$ cat config.mk
export PLATFORM = sky130hd
export DESIGN_NAME = div_result_fifo
export DESIGN_NICKNAME = d
export VERILOG_FILES = /design/src/rtl/div_result_fifo.sv
export SDC_FILE = /design/constraint.sdc
export NUM_CORES = 1
export LEC_CHECK = 0
export ABC_AREA = 1
export CAP_MARGIN = 20
export CELL_PAD_IN_SITES_DETAIL_PLACEMENT = 1
export CELL_PAD_IN_SITES_GLOBAL_PLACEMENT = 1
export CORE_MARGIN = 8
export CORE_UTILIZATION = 55
export CTS_BUF_LIST = sky130_fd_sc_hd__clkbuf_4 sky130_fd_sc_hd__clkbuf_8
export DETAILED_ROUTE_END_ITERATION = 8
export DONT_BUFFER_PORTS = 1
export GPL_TIMING_DRIVEN = 1
export PLACE_DENSITY = 0.82
export SYNTH_ARGS = -nofsm -noshare
export SYNTH_HDL_FRONTEND = slang
export SYNTH_SLANG_ARGS = --single-unit
$ cat constraint.sdc
create_clock -name clk -period 3.1 [get_ports clk]
set_clock_uncertainty 0.2 [all_clocks]
set_input_delay 0.465 -clock clk [delete_from_list [all_inputs] [get_ports clk]]
set_output_delay 0.465 -clock clk [all_outputs]
set_load 0.02 [all_outputs]
$ cat src/rtl/div_result_fifo.sv
// Result FIFO behind the 10-bit restoring divider: captures {dvz, ovf, q} on div_done
// and hands entries to a valid/ready consumer. Optional counters: `define DIV_RES_STATS_EN.
module div_result_fifo #(
  parameter int DEPTH = 4,
  parameter int PTR_W = 2
) (
  input  logic             clk,
  input  logic             sclr,
  input  logic             div_done,
  input  logic [9:0]       div_q,
  input  logic             div_ovf,
  input  logic             div_dvz,
  input  logic             clr_overrun,
  input  logic             res_ready,
  output logic             res_valid,
  output logic [9:0]       res_q,
  output logic             res_ovf,
  output logic             res_dvz,
  output logic             full,
  output logic             empty,
  output logic [PTR_W:0]   count,
  output logic             overrun
`ifdef DIV_RES_STATS_EN
  ,
  output logic [7:0]       ovf_cnt,
  output logic [7:0]       dvz_cnt
`endif
);

  localparam logic [PTR_W:0] CNT_ONE  = (PTR_W+1)'(1);
  localparam logic [PTR_W:0] CNT_FULL = (PTR_W+1)'(DEPTH);

  // A divide-by-zero result carries no meaningful quotient, so it is stored as zero.
  function automatic logic [11:0] pack_entry(input logic [9:0] q, input logic ovf,
                                             input logic dvz);
    logic [9:0] q_eff;
    if (dvz) begin
      q_eff = 10'd0;
    end else begin
      q_eff = q;
    end
    return {dvz, ovf, q_eff};
  endfunction

  logic [11:0]      mem [DEPTH];
  logic [PTR_W-1:0] wr_ptr;
  logic [PTR_W-1:0] rd_ptr;
  logic             wr_en;
  logic             rd_en;
  logic             drop;
  logic [11:0]      head;

  // Handshake decode; a pop frees a slot on the same edge, so full does not block a push then.
  always_comb begin
    empty     = (count == {(PTR_W+1){1'b0}});
    full      = (count == CNT_FULL);
    res_valid = ~empty;
    rd_en     = res_valid & res_ready;
    wr_en     = div_done & (~full | rd_en);
    drop      = div_done & full & ~rd_en;
  end

  // Head entry straight from storage, forced to zero while empty.
  always_comb begin
    head = 12'd0;
    if (!empty) begin
      head = mem[rd_ptr];
    end else begin
      head = 12'd0;
    end
    res_dvz = head[11];
    res_ovf = head[10];
    res_q   = head[9:0];
  end

  // Storage array; contents are don't-care after reset, so it has no reset.
  always_ff @(posedge clk) begin
    if (wr_en && !sclr) begin
      mem[wr_ptr] <= pack_entry(div_q, div_ovf, div_dvz);
    end
  end

  // Pointers and occupancy count.
  always_ff @(posedge clk) begin
    if (sclr) begin
      wr_ptr <= {PTR_W{1'b0}};
      rd_ptr <= {PTR_W{1'b0}};
      count  <= {(PTR_W+1){1'b0}};
    end else begin
      if (wr_en) begin
        wr_ptr <= wr_ptr + PTR_W'(1);
      end
      if (rd_en) begin
        rd_ptr <= rd_ptr + PTR_W'(1);
      end
      case ({wr_en, rd_en})
        2'b10:   count <= count + CNT_ONE;
        2'b01:   count <= count - CNT_ONE;
        default: count <= count;
      endcase
    end
  end

  // Sticky overrun; a drop on the same edge as a clear leaves it set.
  always_ff @(posedge clk) begin
    if (sclr) begin
      overrun <= 1'b0;
    end else if (drop) begin
      overrun <= 1'b1;
    end else if (clr_overrun) begin
      overrun <= 1'b0;
    end
  end

`ifdef DIV_RES_STATS_EN
  // Saturating flag counters over accepted writes only.
  always_ff @(posedge clk) begin
    if (sclr) begin
      ovf_cnt <= 8'd0;
      dvz_cnt <= 8'd0;
    end else begin
      if (wr_en && div_ovf && (ovf_cnt != 8'd255)) begin
        ovf_cnt <= ovf_cnt + 8'd1;
      end
      if (wr_en && div_dvz && (dvz_cnt != 8'd255)) begin
        dvz_cnt <= dvz_cnt + 8'd1;
      end
    end
  end
`endif

endmodule

# After elaboration in Yosys (flattened, before gate mapping)
# Memories as Yosys holds them, arrays and structs flattened. A register that Yosys moved wholly into a read port is not among the register bits.
# Index checks and enable logic that the tools add are counted.
dict set report classes {
  n_bitwise 8
  addsub 4
  eq_ne 3
  muxes 10
  reduce_logical 5
}
# op n
set ops {}
lappend ops {{$mux W10} 2}
lappend ops {{$mux W12} 1}
lappend ops {{$pmux W3 S2} 1}
lappend ops {{$add A2 B1 Y2 const B} 2}
lappend ops {{$and A1 B1 Y1} 4}
lappend ops {{$mux W1} 4}
lappend ops {{$mux W2} 2}
lappend ops {{$reduce_bool A2 Y1} 2}
lappend ops {{$add A3 B1 Y3 const B} 1}
lappend ops {{$eq A3 B3 Y1 const B} 1}
lappend ops {{$logic_not A3 Y1} 1}
lappend ops {{$not A1 Y1} 3}
lappend ops {{$sub A3 B1 Y3 const B} 1}
lappend ops {{$eq A2 B1 Y1 const B} 1}
lappend ops {{$eq A2 B2 Y1 const B} 1}
lappend ops {{$logic_and A1 B1 Y1} 1}
lappend ops {{$logic_not A1 Y1} 1}
lappend ops {{$or A1 B1 Y1} 1}
dict set report totals {
  elab_cells 35
  ramBits 48
  in_bits 17
  ff_bits 8
  mem_count 1
  out_inout_bits 19
}
# memory words word_bits read_ports rd_clocked_by_memory_dff write_ports line_no
set memory_table {}
lappend memory_table {mem 4 12 1 1 1 45} ;# logic [11:0] mem [DEPTH];

# Longest topological paths before layout
# Gate-level depths: netlist (run 1).
dict set report logic_depth {
  depth_word 8
  depth_mapped 10
  depth_no_buf 10
}

# Worst setup path after synthesis (run 1)
# No wires, ideal clock.
dict set report synth_timing {
  path_type {flip-flop to flip-flop}
  startpoint {reg count[0]}
  endpoint {mem mem[0][0] (enable)}
  path_buffers 0
  path_stages_with_launch 7
  t_required_ps 2520
  arrival_ps 1510
  setup_slack_ps 1010
  synth_period_minus_slack_ps 2090
  setup_time_ps 380
  cell_sequence {dfxtp_1 > nor2_4 > nand2_1 > inv_2 > nand2_2 > nand3_1 > nor2_1}
}
dict set report synth_via {
  elab_cells_between_ends 10
  cone_classes {1 x eq/ne; 2 x mux; 5 x bitwise; 2 x reduce/logical}
}
# element line_no
set synth_rtl {}
lappend synth_rtl {{from (decl)} 21} ;# output logic [PTR_W:0] count,
lappend synth_rtl {{from (signal assigned)} 88} ;# count <= {(PTR_W+1){1'b0}};
lappend synth_rtl {{from (signal assigned)} 97} ;# 2'b10: count <= count + CNT_ONE;
lappend synth_rtl {{from (signal assigned)} 98} ;# 2'b01: count <= count - CNT_ONE;
lappend synth_rtl {{$eq A3 B3 Y1} 56} ;# full = (count == CNT_FULL);
lappend synth_rtl {{named net full} 19} ;# output logic full,
lappend synth_rtl {{$not A1 Y1} 59} ;# wr_en = div_done & (~full | rd_en);
lappend synth_rtl {{$or A1 B1 Y1} 59}
lappend synth_rtl {{$and A1 B1 Y1} 59}
lappend synth_rtl {{$logic_and A1 B1 Y1} 78} ;# if (wr_en && !sclr) begin
lappend synth_rtl {{$mux W1} 78}
lappend synth_rtl {{$mux W1 (implied by the code)} 79} ;# mem[wr_ptr] <= pack_entry(div_q, div_ovf, div_dvz);
lappend synth_rtl {{to (decl)} 45}
# The timed path passes the listed nets, and every way through them passes these cells.

==> impl_metrics.csv, run 1 <==
group,metric,value,unit
power,cellPowerDensity,760.1,nW/um2
power,leakage,1.088,nW
outcome,status,"complete, no violations",
clock_network,post_cts_buffers,0,
setup_path,required,2430,ps
synthesis,synth-edff-count,48,
min_path,worstHoldPathType,"in2reg",
setup_path,crit_type,"reg2out",
clock_network,clock_tree_from_tritoncts,"done",
clock_network,clk_root_buffer_cell,"clkbuf_8",
detailed_routing,routedWlPerCell,20.52,um
die,floorplan.initialDensity,57.16,%
sta,setup-tns-final,0,ps
synthesis,synth_top_cells_by_area,"edfxtp_1, nor2_1, dfxtp_1, o21ai_1, a21oi_1",
synthesis,yosysUniqueCellTypes,23,
synthesis,synth_async_sr_flop_share,0,%
clock_network,clock_tree.buffer_depth,2,
sta,layout_min_cycle_time,2618,ps
die,floorplan.die_area,6972,um2
sta,timing.final.crit_share,84.45,%
cells_and_area,insertedDiodeCount,0,
die,std_cell_rows,24,
clock_network,post_cts.resized_instances,0,
detailed_routing,detail_route.vias_per_cell,5.664,
sta,finalSetupViolCount,0,
sta,hold_violations,0,
cells_and_area,num-nets-final,269,
detailed_routing,detail_route.drc_violations,0,
synthesis,synth_nets,258,
synthesis,yosys_most_used_dff,"edfxtp_1",
setup_path,category_of_the_worst_setup_path_capture_point,"output port",
synthesis,ys_seq_elements,58,
synthesis,synth_top_area_cell,"edfxtp_1",
sta,clock.fmax,382.0,MHz
synthesis,postSynthCellCount,236,
power,combPwrFrac,20.5,%
sta,timing.slew.headroom,61.61,%
setup_path,arrival,1950,ps
setup_path,start_kind,"flop",
die,die-height,83.50,um
placement,routabilityCongestion,0.7047,
cells_and_area,fill_cells,463,
die,die_width,83.50,um
synthesis,synth_most_common_cell,"nor2_1",
cells_and_area,layout-drive-gt1-share,15.48,%
die,pin_count,36,
global_route,grt_overflow,0,
synthesis,synth.yosys.seq_area_share,65.50,%
cells_and_area,area_growth,12.38,%
detailed_routing,drt_pass1_iterations,4,
cells_and_area,fin_cells,304,
detailed_routing,dr.first_iter.drc_count,91,
synthesis,synth_area,2506,um2
detailed_routing,routed-via-count,1722,
power,pwr-share-seq,43.7,%
global_route,antenna_found_initial,0,
setup_path,critical_path.max_fanout,14,
sta,maxSlewViolCount,0,
power,worst_ir_drop_vdd,0.4824,mV
power,cell_internal_power,1.458,mW
clock_network,cts_buffers,9,
power,switchingPower,0.6830,mW
placement,io_buffer_count,0,
power,p_sw_share,31.91,%
clock_network,insertion_delay,340,ps
synthesis,number_of_synthesis_warnings,0,
detailed_routing,postRouteWirelength,6237,um
detailed_routing,antenna_violating_nets_post_route,0,
die,placeableCoreArea,4384,um2
synthesis,synth.top_cell.area_share,57.51,%
sta,grt_setup_unrepaired,"no",
global_route,number_of_global_route_vias_before_repair,1907,
placement,place.detailed.hpwl,4155,um
sta,worstMarginPinSlew,577.7,ps
clock_network,clock_sinks,58,
job,cap_violations,0,
setup_path,r2r_setup_slack,1050,ps
clock_network,ctsHtreeMaxLevel,3,
synthesis,avgSynthCellArea,10.62,um2
synthesis,yosys-top-cells-count,"nor2_1, edfxtp_1, inv_1",
global_route,grt_first_pass_wirelength,9901,um
power,power.share.clock,35.8,%
global_route,total_track_usage,18.57,%
placement,cells_after_dpl,285,
clock_network,clk_pin_slew,70,ps
global_route,grt_max_degree,25,
-- stage by stage --
stage                     worst slack [ps]  utilization [%]  cell area, um2  power [mW]  hold WS (ps)
final                                481.9            64.24            2816       2.141         22.40
after CTS                            445.7            63.78            2796       2.156         10.58
after detailed placement             841.5            58.59            2569       1.384         308.8
after global routing                 293.1            64.24            2816       2.223        0.5293
after floorplan                       1010                -            2506       1.292         241.7
after global placement               910.1            58.59            2569       1.352         254.2
-- power by group through the flow --
stage / registers [mW] / logic, mW / clock network [mW]
2_1_floorplan: 0.932 / 0.360 / 0
3_3_place_gp: 0.947 / 0.405 / 0
3_5_place_dp: 0.952 / 0.432 / 0
4_1_cts: 0.936 / 0.443 / 0.777
5_1_grt: 0.941 / 0.478 / 0.804
6_report: 0.936 / 0.439 / 0.766
-- per-layer routing --
layer,vias to the layer above,wire [um],global-route usage (%)
met5,-,0,0
met4,0,177,9.262
met3,18,320,7.422
met2,42,3329,32.32
met1,854,2410,18.79
li1,808,-,-
-- worst max-delay path: stages (launching register included) --
cell and delay [ps]:
dfxtp_1 620, buf_4 280, nor2_1 60, nor2_1 80
o21ai_0 100, a21oi_1 470
-- kinds of logic after synthesis --
family | synth area share [%]
buffers and inverters | 6.390
adders and majority gates | 2.796
DFF | 65.50
and+or+nand+nor | 15.08
AOI/OAI and AO/OA | 10.23
-- final timing paths --
path | startpoint | endpoint | cells past startpoint
worst min register to register | rd_ptr[0] | rd_ptr[0] | 1
worst min-delay path | div_ovf | mem[3][10] | 0
worst max-delay path | flop | res_q[0] | 5
worst max register to register | count[2] | count[2] | 10
-- what timing repair did --
item,4_1_cts,5_1_grt
hold buffers,1,2
hold endpoints to repair,2,5
endpoints found under the setup margin,0,0
-- placed cells by master, fill, tap and decap left out --
cell / count
bufinv_16: 2
o21ai_0: 7
inv_1: 24
edfxtp_1: 48
nand3_4: 1
nand3_1: 4
o21ai_1: 22
nand2_4: 2
dfxtp_1: 10
clkbuf_8: 9
a21oi_1: 19
clkinv_2: 2
a21oi_2: 1
inv_2: 6
clkbuf_4: 2
nor2_1: 64
fa_1: 1
nand2_2: 5
nand4_1: 1
buf_4: 6
nand3_2: 1
ha_1: 4
clkinv_4: 1
nand2_1: 5
dlygate4sd3_1: 3
a21boi_1: 1
nor2_4: 1
-- area by class of cell --
class	count	area, um2	area share (%)
flip-flops and latches	58	1642	58.29
multi-input cells	139	704.4	25.01
clock buffers	11	138.9	4.931
inverters	30	112.6	3.998
clock inverters	5	78.83	2.799
repair buffers	9	75.07	2.665
well taps	52	65.06	2.310
-- registers in the layout, summed over array words and instances (netlist names), named ones only --
name / cells
rd_ptr: 2
mem: 48
count: 3
overrun: 1
wr_ptr: 2
No activity file was read; power rests on OpenSTA's default activity.
==> run 2: changes to the inputs <==
--- a/config.mk
+++ b/config.mk
@@ -10,12 +10,12 @@
 export CELL_PAD_IN_SITES_DETAIL_PLACEMENT = 1
 export CELL_PAD_IN_SITES_GLOBAL_PLACEMENT = 1
 export CORE_MARGIN = 8
-export CORE_UTILIZATION = 55
+export CORE_UTILIZATION = 51
 export CTS_BUF_LIST = sky130_fd_sc_hd__clkbuf_4 sky130_fd_sc_hd__clkbuf_8
 export DETAILED_ROUTE_END_ITERATION = 8
 export DONT_BUFFER_PORTS = 1
 export GPL_TIMING_DRIVEN = 1
-export PLACE_DENSITY = 0.82
+export PLACE_DENSITY = 0.77
 export SYNTH_ARGS = -nofsm -noshare
 export SYNTH_HDL_FRONTEND = slang
 export SYNTH_SLANG_ARGS = --single-unit
==> constraint.sdc (replaced) <==
create_clock -name clk -period 2.62 [get_ports clk]
set_clock_uncertainty 0.2 [all_clocks]
set_input_delay 0.393 -clock clk [delete_from_list [all_inputs] [get_ports clk]]
set_output_delay 0.393 -clock clk [all_outputs]
set_load 0.02 [all_outputs]
==> run 2 against run 1 <==
Net effect:
- critical endpoint unchanged
- count of clock-buffer cells in the layout grew 4
- register-to-register slack got worse by 590 ps
- clock power rose by 3.9%
- cell count is 5.3% higher
- sequential share of layout area fell by 0.21 points
- sequential power increased by 18%
- global-route usage is 1.6 points lower
- utilization decreased by 4.4 points
==> impl_metrics.csv, run 2 (synthesized netlist as in run 1, its figures left out) <==
group,metric,value,unit
outcome,status,"complete, no violations",
die,placeableCoreArea,4723,um2
setup_path,crit_type,"reg2out",
clock_network,insertion_delay,320,ps
sta,worstMarginPinSlew,482.3,ps
clock_network,clock_tree.buffer_depth,2,
clock_network,cts_buffers,9,
power,cellPowerDensity,854.5,nW/um2
placement,placedInstanceArea,2595,um2
placement,place_worst_setup_slack,565.1,ps
power,switchingPower,0.7721,mW
die,std_cell_rows,25,
setup_path,critPathSlowestCell,"dfxtp_1",
die,floorplan.die_area,7413,um2
clock_network,ctsHtreeMaxLevel,3,
power,power.share.clock,33.0,%
min_path,worstHoldPathType,"in2reg",
global_route,globalRouteMet1Util,18.10,%
placement,io_buffer_count,0,
die,die_width,86.10,um
placement,routabilityCongestion,0.7979,
global_route,grt_overflow,0,
clock_network,clk_root_buffer_cell,"clkbuf_8",
power,combPwrFrac,21.5,%
setup_path,ff2ff_path_depth,8,
cells_and_area,layout_common_cells,"nor2_1, edfxtp_1, inv_1",
global_route,total_track_usage,17.00,%
sta,grt_setup_unrepaired,"no",
detailed_routing,postRouteWirelength,5849,um
job,cap_violations,0,
sta,timing.slew.headroom,67.95,%
setup_path,arrival,1770,ps
sta,layout_min_cycle_time,2367,ps
global_route,antenna_found_initial,0,
sta,timing.final.crit_share,90.33,%
sta,clock.fmax,422.5,MHz
cells_and_area,layout-drive-gt1-share,15.81,%
cells_and_area,regMostFlops,"mem",
die,floorplan.initialDensity,53.06,%
global_route,grt_max_degree,25,
cells_and_area,fill_cells,517,
detailed_routing,detail_route.drc_violations,0,
detailed_routing,routedWlPerCell,18.28,um
cells_and_area,final_area,2826,um2
detailed_routing,dr.first_iter.drc_count,79,
power,leakage,1.082,nW
clock_network,clock_tree_from_tritoncts,"done",
global_route,number_of_global_route_vias_before_repair,1930,
power,pwr-share-seq,45.5,%
sta,setup_slack,253.3,ps
placement,place.detailed.hpwl,3954,um
die,die-height,86.10,um
setup_path,start_kind,"flop",
setup_path,critical-path-top-cell-by-count,"nor2_1",
global_route,grt_busiest_layer,"met2",
power,cell_internal_power,1.643,mW
detailed_routing,routed-via-count,1731,
detailed_routing,antenna_violating_nets_post_route,0,
global_route,grt_first_pass_wirelength,9542,um
setup_path,slowest_delay,470,ps
detailed_routing,drt_pass1_iterations,4,
cells_and_area,biggestRegsByFlops,"mem x48, count x3",
cells_and_area,insertedDiodeCount,0,
clock_network,clock_sinks,58,
detailed_routing,detail_route.vias_per_cell,5.409,
sta,setup-tns-final,0,ps
setup_path,category_of_the_worst_setup_path_capture_point,"output port",
setup_path,required,2030,ps
setup_path,critical_path.max_fanout,18,
die,pin_count,36,
cells_and_area,number_of_flip_flops_under_the_largest_register_name,48,
setup_path,timing.critical_path.cells,"buf_4, nor2_1, nor2_1, o21ai_0, a21oi_1",
sta,hold_violations,0,
power,p_sw_share,31.97,%
sta,finalSetupViolCount,0,
cells_and_area,num-nets-final,270,
cells_and_area,area_growth,12.78,%
cells_and_area,mostFrequentLayoutCell,"nor2_1",
power,worst_ir_drop_vdd,0.3553,mV
min_path,hold_path_depth,3,
global_route,grt.met2_usage,30.37,%
sta,maxSlewViolCount,0,
global_route,grt_use_met3,4.107,%
clock_network,clk_pin_slew,70,ps
==> run 2: changes by cell type in the layout (fill, tap and decap cells not counted) <==
cell	delta
clkinv_2	-2
buf_4	+1
clkinvlp_4	+1
clkbuf_8	+4
clkinv_4	-1
bufinv_16	-2
==> run 2: cell type report <==
type / instances / area [um2] / area share (%)
well taps: 67 / 83.83 / 2.966
multi-input cells: 139 / 704.4 / 24.92
repair buffers: 10 / 82.58 / 2.922
inverters: 30 / 112.6 / 3.984
clock buffers: 15 / 193.9 / 6.861
clock inverters: 1 / 7.507 / 0.2656
flip-flops and latches: 58 / 1642 / 58.08
==> run 2: critical path: cells and delay by family, from the launching register on <==
kind | cells | cell delay [ps]
AO/OA/AOI/OAI | 2 | 530
flip-flops | 1 | 470
buffers and inverters | 1 | 280
AND/OR/NAND/NOR | 2 | 170
==> run 2: worst paths after layout <==
kind,start,endpoint,slack [ps]
worst max-delay path,flop,res_q[0],250
worst min-delay path,clr_overrun,overrun,30
worst min register to register,rd_ptr[1],rd_ptr[1],290
worst max register to register,count[2],count[2],460
==> run 2: routing by layer <==
layer	share of wire, %	vias to the layer above
met5	0	-
met4	2.3	0
met3	3.5	13
met2	53	31
met1	41	877
li1	-	810
==> run 2: stage by stage <==
stage          hold slack, ps  cells  util (%)  power (mW)
6_report                25.56    320     59.84       2.415
5_1_grt                 40.22    320     59.84       2.523
4_1_cts                 18.60    320     59.84       2.435
3_5_place_dp            259.1    301     54.94       1.638
3_3_place_gp            257.0    301     54.94       1.608
2_1_floorplan           241.7    236         -       1.529
==> run 2: what timing repair did <==
action / 4_1_cts / 5_1_grt
buffers inserted: 0 / 0
endpoints found under the hold margin: 10 / 0
gates resized for setup: 0 / 0
hold buffers: 3 / 0
==> run 2: power by group through the flow <==
stage                     logic, mW  clock network [mW]  registers [mW]
after floorplan               0.426                   0            1.10
after global placement        0.496                   0            1.11
after detailed placement      0.519                   0            1.12
after CTS                     0.528               0.807            1.10
after global routing          0.576               0.843            1.10
final                         0.520               0.796            1.10
